--- src/rtl/cu_alu_pipe_if.sv ---
// EX-slot control bus between the ID stage and cu_alu_pipe.
// master drives the issue side, slave returns the registered EX controls.
interface cu_alu_pipe_if #(
   parameter int STEPW = 2
);
   logic             in_valid;
   logic [3:0]       op_code;
   logic [1:0]       ra;
   logic             int_req;
   logic             stall;
   logic             flush;
   logic             ex_valid;
   logic [3:0]       ALU_CONTROL;
   logic             SE2;
   logic [1:0]       SE3;
   logic             int_busy;
   logic [STEPW-1:0] int_step;
   logic             illegal;

   modport master (
      output in_valid, op_code, ra, int_req, stall, flush,
      input  ex_valid, ALU_CONTROL, SE2, SE3, int_busy, int_step,
             illegal
   );

   modport slave (
      input  in_valid, op_code, ra, int_req, stall, flush,
      output ex_valid, ALU_CONTROL, SE2, SE3, int_busy, int_step,
             illegal
   );
endinterface

--- src/rtl/cu_alu_pipe.sv ---
// Registered ALU control decoder with an EX slot, stall/flush and a
// multi-cycle interrupt-entry sequencer issuing SP-pass slots.
module cu_alu_pipe #(
   parameter int INT_CYCLES = 2,
   parameter int STEPW      = 2
) (
   input logic          clk,
   input logic          rst_n,
   cu_alu_pipe_if.slave bus
);
   typedef enum logic [1:0] {
      S_IDLE,
      S_INT,
      S_DRAIN
   } state_t;

   localparam logic [STEPW-1:0] LAST = STEPW'(INT_CYCLES - 1);

   state_t           r_state, w_nstate;
   logic             r_valid, w_nvalid;
   logic [3:0]       r_ctl, w_nctl;
   logic             r_se2, w_nse2;
   logic [1:0]       r_se3, w_nse3;
   logic [STEPW-1:0] r_step, w_nstep;
   logic             r_ill, w_nill;

   logic [3:0] w_ctl;
   logic       w_se2;
   logic [1:0] w_se3;
   logic       w_ill;
   logic [3:0] w_op;
   logic [1:0] w_ra;

   assign w_op = bus.op_code;
   assign w_ra = bus.ra;

   always_comb begin
      w_ctl = 4'h0;
      w_se2 = 1'b0;
      w_se3 = 2'b00;
      w_ill = 1'b0;
      unique case (1'b1)
         w_op == 4'h1: w_se3 = 2'b10;
         w_op inside {[4'h2:4'h5]}: w_ctl = w_op;
         w_op == 4'h6: w_ctl = 4'h6 + {2'b00, w_ra};
         w_op == 4'h7: begin
            w_se2 = 1'b1;
            unique case (w_ra)
               2'b00: w_se3 = 2'b01;
               2'b01: w_ctl = 4'h2;
               2'b10: w_se3 = 2'b10;
               default: ;
            endcase
         end
         w_op == 4'h8: w_ctl = 4'hA + {2'b00, w_ra};
         w_op == 4'hA: begin
            w_ctl = 4'h3;
            w_se2 = 1'b1;
         end
         w_op == 4'hB: begin
            w_se2 = 1'b1;
            unique case (w_ra)
               2'b01: w_se3 = 2'b01;
               2'b10,
               2'b11: w_ctl = 4'h2;
               default: ;
            endcase
         end
         w_op inside {[4'hC:4'hE]}: w_se3 = 2'b01;
         w_op == 4'hF: w_ill = 1'b1;
         default: ;
      endcase
   end

   // DRAIN hands back to ID in the same edge it leaves, so the held
   // instruction lands in EX as soon as int_busy drops.
   always_comb begin
      w_nstate = r_state;
      w_nvalid = r_valid;
      w_nctl   = r_ctl;
      w_nse2   = r_se2;
      w_nse3   = r_se3;
      w_nstep  = r_step;
      w_nill   = r_ill;
      if (!bus.stall) begin
         unique case (r_state)
            S_IDLE: begin
               if (bus.flush) begin
                  w_nvalid = 1'b0;
                  w_nctl   = 4'h0;
                  w_nse2   = 1'b0;
                  w_nse3   = 2'b00;
                  w_nill   = 1'b0;
               end else if (bus.int_req) begin
                  w_nstate = S_INT;
                  w_nvalid = 1'b1;
                  w_nctl   = 4'h0;
                  w_nse2   = 1'b0;
                  w_nse3   = 2'b01;
                  w_nill   = 1'b0;
                  w_nstep  = '0;
               end else begin
                  w_nvalid = bus.in_valid;
                  w_nctl   = bus.in_valid ? w_ctl : 4'h0;
                  w_nse2   = bus.in_valid & w_se2;
                  w_nse3   = bus.in_valid ? w_se3 : 2'b00;
                  w_nill   = bus.in_valid & w_ill;
               end
            end
            S_INT: begin
               if (r_step == LAST) begin
                  w_nstate = S_DRAIN;
                  w_nvalid = 1'b0;
                  w_nse3   = 2'b00;
                  w_nstep  = '0;
               end else begin
                  w_nvalid = 1'b1;
                  w_nse3   = 2'b01;
                  w_nstep  = r_step + STEPW'(1);
               end
               w_nctl = 4'h0;
               w_nse2 = 1'b0;
               w_nill = 1'b0;
            end
            S_DRAIN: begin
               w_nstate = S_IDLE;
               w_nvalid = bus.in_valid;
               w_nctl   = bus.in_valid ? w_ctl : 4'h0;
               w_nse2   = bus.in_valid & w_se2;
               w_nse3   = bus.in_valid ? w_se3 : 2'b00;
               w_nill   = bus.in_valid & w_ill;
               w_nstep  = '0;
            end
            default: w_nstate = S_IDLE;
         endcase
      end
   end

   always_ff @(posedge clk or negedge rst_n) begin
      if (!rst_n) begin
         r_state <= S_IDLE;
         r_valid <= 1'b0;
         r_ctl   <= 4'h0;
         r_se2   <= 1'b0;
         r_se3   <= 2'b00;
         r_step  <= '0;
         r_ill   <= 1'b0;
      end else begin
         r_state <= w_nstate;
         r_valid <= w_nvalid;
         r_ctl   <= w_nctl;
         r_se2   <= w_nse2;
         r_se3   <= w_nse3;
         r_step  <= w_nstep;
         r_ill   <= w_nill;
      end
   end

   assign bus.ex_valid    = r_valid;
   assign bus.ALU_CONTROL = r_ctl;
   assign bus.SE2         = r_se2;
   assign bus.SE3         = r_se3;
   assign bus.int_busy    = (r_state != S_IDLE);
   assign bus.int_step    = r_step;
   assign bus.illegal     = r_ill;
endmodule

--- src/flat_wrapper.sv ---
// flat-port wrapper written by rule: the top's interface ports become plain ports
module cu_alu_pipe_flat 
#(
   parameter int INT_CYCLES = 2,
   parameter int STEPW      = 2
)
  (clk, rst_n, bus_in_valid, bus_op_code, bus_ra, bus_int_req, bus_stall, bus_flush, bus_ex_valid, bus_ALU_CONTROL, bus_SE2, bus_SE3, bus_int_busy, bus_int_step, bus_illegal);
  cu_alu_pipe_if #(.STEPW(STEPW)) bus_i ();
  input logic clk;
  input logic rst_n;
  input wire logic [$bits(bus_i.in_valid)-1:0] bus_in_valid;
  input wire logic [$bits(bus_i.op_code)-1:0] bus_op_code;
  input wire logic [$bits(bus_i.ra)-1:0] bus_ra;
  input wire logic [$bits(bus_i.int_req)-1:0] bus_int_req;
  input wire logic [$bits(bus_i.stall)-1:0] bus_stall;
  input wire logic [$bits(bus_i.flush)-1:0] bus_flush;
  output wire logic [$bits(bus_i.ex_valid)-1:0] bus_ex_valid;
  output wire logic [$bits(bus_i.ALU_CONTROL)-1:0] bus_ALU_CONTROL;
  output wire logic [$bits(bus_i.SE2)-1:0] bus_SE2;
  output wire logic [$bits(bus_i.SE3)-1:0] bus_SE3;
  output wire logic [$bits(bus_i.int_busy)-1:0] bus_int_busy;
  output wire logic [$bits(bus_i.int_step)-1:0] bus_int_step;
  output wire logic [$bits(bus_i.illegal)-1:0] bus_illegal;
  assign bus_i.in_valid = bus_in_valid;
  assign bus_i.op_code = bus_op_code;
  assign bus_i.ra = bus_ra;
  assign bus_i.int_req = bus_int_req;
  assign bus_i.stall = bus_stall;
  assign bus_i.flush = bus_flush;
  assign bus_ex_valid = bus_i.ex_valid;
  assign bus_ALU_CONTROL = bus_i.ALU_CONTROL;
  assign bus_SE2 = bus_i.SE2;
  assign bus_SE3 = bus_i.SE3;
  assign bus_int_busy = bus_i.int_busy;
  assign bus_int_step = bus_i.int_step;
  assign bus_illegal = bus_i.illegal;
  cu_alu_pipe #(.INT_CYCLES(INT_CYCLES), .STEPW(STEPW)) u_core (.clk(clk), .rst_n(rst_n), .bus(bus_i));
endmodule
--- config.mk ---
export PLATFORM = sky130hd
export DESIGN_NAME = cu_alu_pipe_flat
export DESIGN_NICKNAME = d
export VERILOG_FILES = /design/src/rtl/cu_alu_pipe_if.sv /design/src/rtl/cu_alu_pipe.sv /design/src/flat_wrapper.sv
export SDC_FILE = /design/constraint.sdc
export NUM_CORES = 1
export LEC_CHECK = 0
export CORE_MARGIN = 10
export CORE_UTILIZATION = 47
export DETAILED_ROUTE_END_ITERATION = 10
export HOLD_SLACK_MARGIN = 0.08
export MAX_ROUTING_LAYER = met4
export PLACE_DENSITY_LB_ADDON = 0.08
export SLEW_MARGIN = 20
export SYNTH_ARGS = -nofsm -noshare
export SYNTH_HDL_FRONTEND = slang
export SYNTH_SLANG_ARGS = --single-unit
--- constraint.sdc ---
create_clock -name clk -period 2.55 [get_ports clk]
set_input_delay 0.51 -clock clk [delete_from_list [all_inputs] [get_ports clk]]
set_output_delay 0.51 -clock clk [all_outputs]
set_load 0.02 [all_outputs]
== After elaboration in Yosys (flattened, before gate mapping) ==
Index checks and enable logic that the tools add are counted.
W data, S select, Z words.
Storage, ports and cells
  logic and storage cells: 79
  flip-flop bits (word level): 13
  input port bits: 12
  output and inout bits: 12
Operators by class
  $add $sub $neg: 3
  multiplexer cells: 35
  equal/unequal tests: 16
  bitwise logic cells: 3
  reductions and logical operators: 11
  magnitude comparators: 4
Operators by type and width (count)
  $pmux W4 S6: 1
  $mux W2: 11
  $eq A4 B4 Y1 const B: 4
  $mux W4: 3
  $pmux W2 S3: 2
  $pmux W4 S3: 1
  $mux W1: 11
  $pmux W1 S3: 3
  $eq A4 B3 Y1 const B: 2
  $pmux W2 S2: 2
  $pmux W2 S4: 1
  $reduce_and A4 Y1: 2
  $eq A2 B1 Y1 const B: 3
  $eq A2 B2 Y1 const B: 3
  $add A3 B2 Y4 const A: 1
  $add A4 B2 Y4 const A: 1
  $eq A4 B1 Y1 const B: 1
  $ge A4 B2 Y1 const B: 1
  $ge A4 B4 Y1 const B: 1
  $le A4 B3 Y1 const B: 1
  $le A4 B4 Y1 const B: 1
  $logic_not A2 Y1: 2
  $ne A2 B2 Y1 const B: 2
  $reduce_bool A3 Y1: 1
  other kinds (9): 11

== Logic depth before layout (Yosys ltp) ==
  word-level depth: 8
  gate-level depth with buffers: 6
  gate-level depth less buffers: 6

== Worst setup path before layout ==
No wires, ideal clock.
  path type: register -> register
  start point: register u_core.r_state[0]
  end point: register u_core.r_ctl[1] (netlist: u_core.bus.ALU_CONTROL[1])
  data arrival time: 1813 ps
  path slack: 641 ps
  buffers on the path: 0
  cell stages (with the launch flop): 7
  required time: 2455 ps
  clock period less this slack: 1909 ps
  setup time: 95 ps
  cells stage by stage: dfrtp_1 inv_1 ha_1 or3_4 a211oi_4 o21ai_2 o31ai_1
Between the ends
  longest elaborated chain between the ends: 3
  elaborated cells on any way between the ends: 6
  classes of those cells: 2 x eq/ne; 1 x mux; 3 x reduce/logical
RTL lines
  start, declared: line cu_alu_pipe.sv:19  | state_t r_state, w_nstate;
  start signal, assigned: line cu_alu_pipe.sv:149  | r_state <= w_nstate;
  $eq A2 B2 Y1, or another cell as far along: line cu_alu_pipe.sv:86  | unique case (r_state)
  $reduce_bool A3 Y1 (no source line)
  $reduce_and A2 Y1 (no source line)
  end signal, assigned: line cu_alu_pipe.sv:151  | r_ctl <= w_nctl;
  end, declared: line cu_alu_pipe.sv:21  | logic [3:0] r_ctl, w_nctl;
Parallel ways exist; a longest one is shown, timed or not.
A chain may end at the register's enable or synchronous reset.

== Worst setup path in the final report ==
  start point: register u_core.r_state[0]
  end point: output port bus_int_busy
Between the ends
  longest elaborated chain between the ends: 1
RTL lines
  $reduce_bool A2 Y1: line cu_alu_pipe.sv:163  | assign bus.int_busy = (r_state != S_IDLE);
  end, declared: line flat_wrapper.sv:21  | output wire logic [$bits(bus_i.int_busy)-1:0] bus_int_busy;
No other way between the ends.

==> impl_metrics.csv <==
group,metric,value,unit
setup_path,setup.worst_path.end_class,"primary output",
placement,place.gp.congestion,0.895,
layout,syn2layout_area_growth,32.0,%
sta,whs,483,ps
setup_path,critPathBufInv,3,
sta,hold_viol,0,
die,dieWidth,63.8,µm
drt,wirelength,2080,µm
die,dieHeight,63.8,µm
logic_synthesis,synth_seq_area_share,36.2,%
logic_synthesis,synthTopCellsByCount,"nand2_1, dfrtp_1, inv_1, clkbuf_1, o21ai_0",
setup_path,slowest_stage,"clkdlybuf4s50_1",
die,start_util,51.0,%
sta,max_freq,469,MHz
setup_path,crit_path_max_fanout,4,
drt,drc,0,
die,boundaryPins,24,
logic_synthesis,yosys_warnings,0,
sta,slew_headroom,60.4,%
sta,setup_tns,0,ps
clocking,clkTransAtPathRegs,80,ps
clocking,cts_setup_buffers,0,
drt,vias_per_cell,5.25,
clocking,hold_buffers,0,
grt,grt_pass1_vias,808,
sta,maxSlewViolCount,0,
logic_synthesis,synthFlopType,"dfrtp_1",
flow_run,cap_violations,0,
setup_path,start_kind,"flip-flop",
logic_synthesis,synth.cell_area,900,µm²
logic_synthesis,netlist_instances,104,
sta,finalCritPeriodShare,83.6,%
setup_path,crit_family,"buffers and inverters",
clocking,cts_buffer_depth,2,
drt,postRouteAntennaNets,0,
logic_synthesis,synth_edf_count,0,
grt,track_usage,11.0,%
logic_synthesis,ys_types,35,
grt,grt_max_degree,15,
clocking,cts_resized,0,
logic_synthesis,synth-async-reset-ratio,100,%
drt,dr.pass1.iters,4,
sta,rsz0062_at_grt,"no",
logic_synthesis,syn_nets,121,
sta,skew,0.649,ps
power_and_ir_drop,leakagePower,0.000495,µW
logic_synthesis,syn_area_per_cell,8.65,µm²
min_path,hold_class,"reg -> reg",
sta,finalCriticalPeriod,2130,ps
setup_path,crit_top_cell,"inv_1",
logic_synthesis,synth_area_leaders,"dfrtp_1, ha_1, nand2_1",
drt,vias,803,
logic_synthesis,yosysTopAreaCell,"dfrtp_1",
clocking,h-tree-depth,1,
die,die_area,4060,µm²
sta,tightest_slew,592,ps
clocking,numCtsBuffers,3,
logic_synthesis,ys_ff_latch,13,
clocking,clk-insertion-delay-late,260,ps
setup_path,worst_path_largest_cell_delay,610,ps
grt,grt_pass1_wl,3730,µm
placement,dp_hpwl,1690,µm
setup_path,crit_chain,"inv_1 -> ha_1 -> inv_1 -> clkdlybuf4s50_1",
sta,setup_viol,0,
logic_synthesis,yosysMostFrequentCell,"nand2_1",
die,core-area,1760,µm²
power_and_ir_drop,total_power,832,µW
drt,wl_per_cell,13.6,µm
clocking,clkSinkCount,13,
power_and_ir_drop,p_per_area,700,nW/µm²
placement,portBuffers,23,
die,rows,15,
layout,diodes,0,
grt,antenna_found_initial,0,
status,status,"completed",
layout,final_layout_size_suffix_gt1_share,10.2,%
clocking,cts_root_buf,"clkbuf_4",
drt,drtIter0Drc,14,
setup_path,path_class,"reg -> out",
power_and_ir_drop,vdd_drop_max,0.646,mV
setup_path,required,2040,ps
clocking,cts_tree,"done",
logic_synthesis,synth_top_area_share,36.2,%
layout,fin_nets,146,
setup_path,arrival,1620,ps
grt,grt_overflow,0,
## path summary, 6_finish.rpt
| check | from | endpoint | slack, ps | cells after the start |
|---|---|---|---|---|
| setup / recovery | u_core.r_state[0]$_DFFE_PN0P_ | bus_int_busy | 420 | 4 |
| setup reg to reg | u_core.r_state[0]$_DFFE_PN0P_ | u_core.bus.ALU_CONTROL[1]$_DFFE_PN0P_ | 460 | 6 |
| hold reg to reg | u_core.bus.illegal$_DFFE_PN0P_ | u_core.bus.illegal$_DFFE_PN0P_ | 480 | 2 |
| min in group asynchronous | rst_n | u_core.bus.int_step[1]$_DFFE_PN0P_ | 620 | 1 |
| max in group asynchronous | rst_n | u_core.bus.illegal$_DFFE_PN0P_ | 1550 | 1 |
| hold / removal | u_core.bus.illegal$_DFFE_PN0P_ | u_core.bus.illegal$_DFFE_PN0P_ | 480 | 2 |
## sequential cells by signal, summed over array words and instances, names as in the netlist
register	flops
u_core.bus.illegal	1
u_core.bus.SE2	1
u_core.bus.SE3	2
u_core.r_state	2
u_core.bus.int_step	2
u_core.bus.ALU_CONTROL	4
u_core.bus.ex_valid	1
## cell type report
class                      count  area [µm²]
timing repair buffer          26         253
multi-input combinational     76         518
tap                           25        31.3
clock buffer                   4        26.3
fill                         158         577
inverter                       9        33.8
sequential                    13         325
## tightest hold or removal path: stages, from the launching register on
cell     delay, ps
dfrtp_1        350
nand2_1         50
o31ai_1         50
## through the flow
step | instances | setup WS (ps) | utilization [%] | area [µm²]
2_1_floorplan | 104 | 641 | - | 900
3_3_place_gp | 149 | 395 | 65.8 | 1160
3_5_place_dp | 149 | 344 | 65.8 | 1160
4_1_cts | 153 | 401 | 67.3 | 1190
5_1_grt | 153 | 301 | 67.3 | 1190
6_report | 153 | 418 | 67.3 | 1190
## layer usage
layer	up-vias	global-route usage, %	wire length [µm]
met1	364	14.9	1060
met3	2	3.14	115
met5	-	-	0
met2	21	16.0	886
met4	0	1.64	13
li1	416	-	-
## report_power, final
| group | switching (µW) | total, µW | internal (µW) | leakage, µW |
|---|---|---|---|---|
| Combinational | 236 | 429 | 194 | 0.000305 |
| Clock | 62.9 | 123 | 60.4 | 0.0000150 |
| Sequential | 31.3 | 279 | 248 | 0.000174 |
## placed cells by master (no fill, tap or decap), types with 2 or more instances in the layout
cell             Yosys  final
o21ai_0              6      6
o22ai_1              2      2
mux2_2               3      3
clkbuf_4             0      3
nand2b_1             2      2
a32o_1               2      2
dfrtp_1             13     13
nand3_1              2      2
o31ai_1              4      4
inv_1                9      9
nor3_1               3      3
buf_4                0      3
nand2_1             14     14
nor2_1               5      5
ha_1                 5      5
a21oi_1              5      5
clkdlybuf4s50_1      0     23
nor2b_1              4      4
## cell families (layout without fill, tap and decap cells)
group / count (synthesis) / after routing / synth area share, %
xor gates and xnor gates: 1 / 1 / 0.974
adders and majority gates: 5 / 5 / 6.95
and+or+nand+nor: 36 / 36 / 20.4
AOI/OAI and AO/OA: 31 / 31 / 25.5
buffers and inverters: 15 / 39 / 6.26
muxes: 3 / 3 / 3.75
DFF: 13 / 13 / 36.2
(Power assumes the default switching activity.)
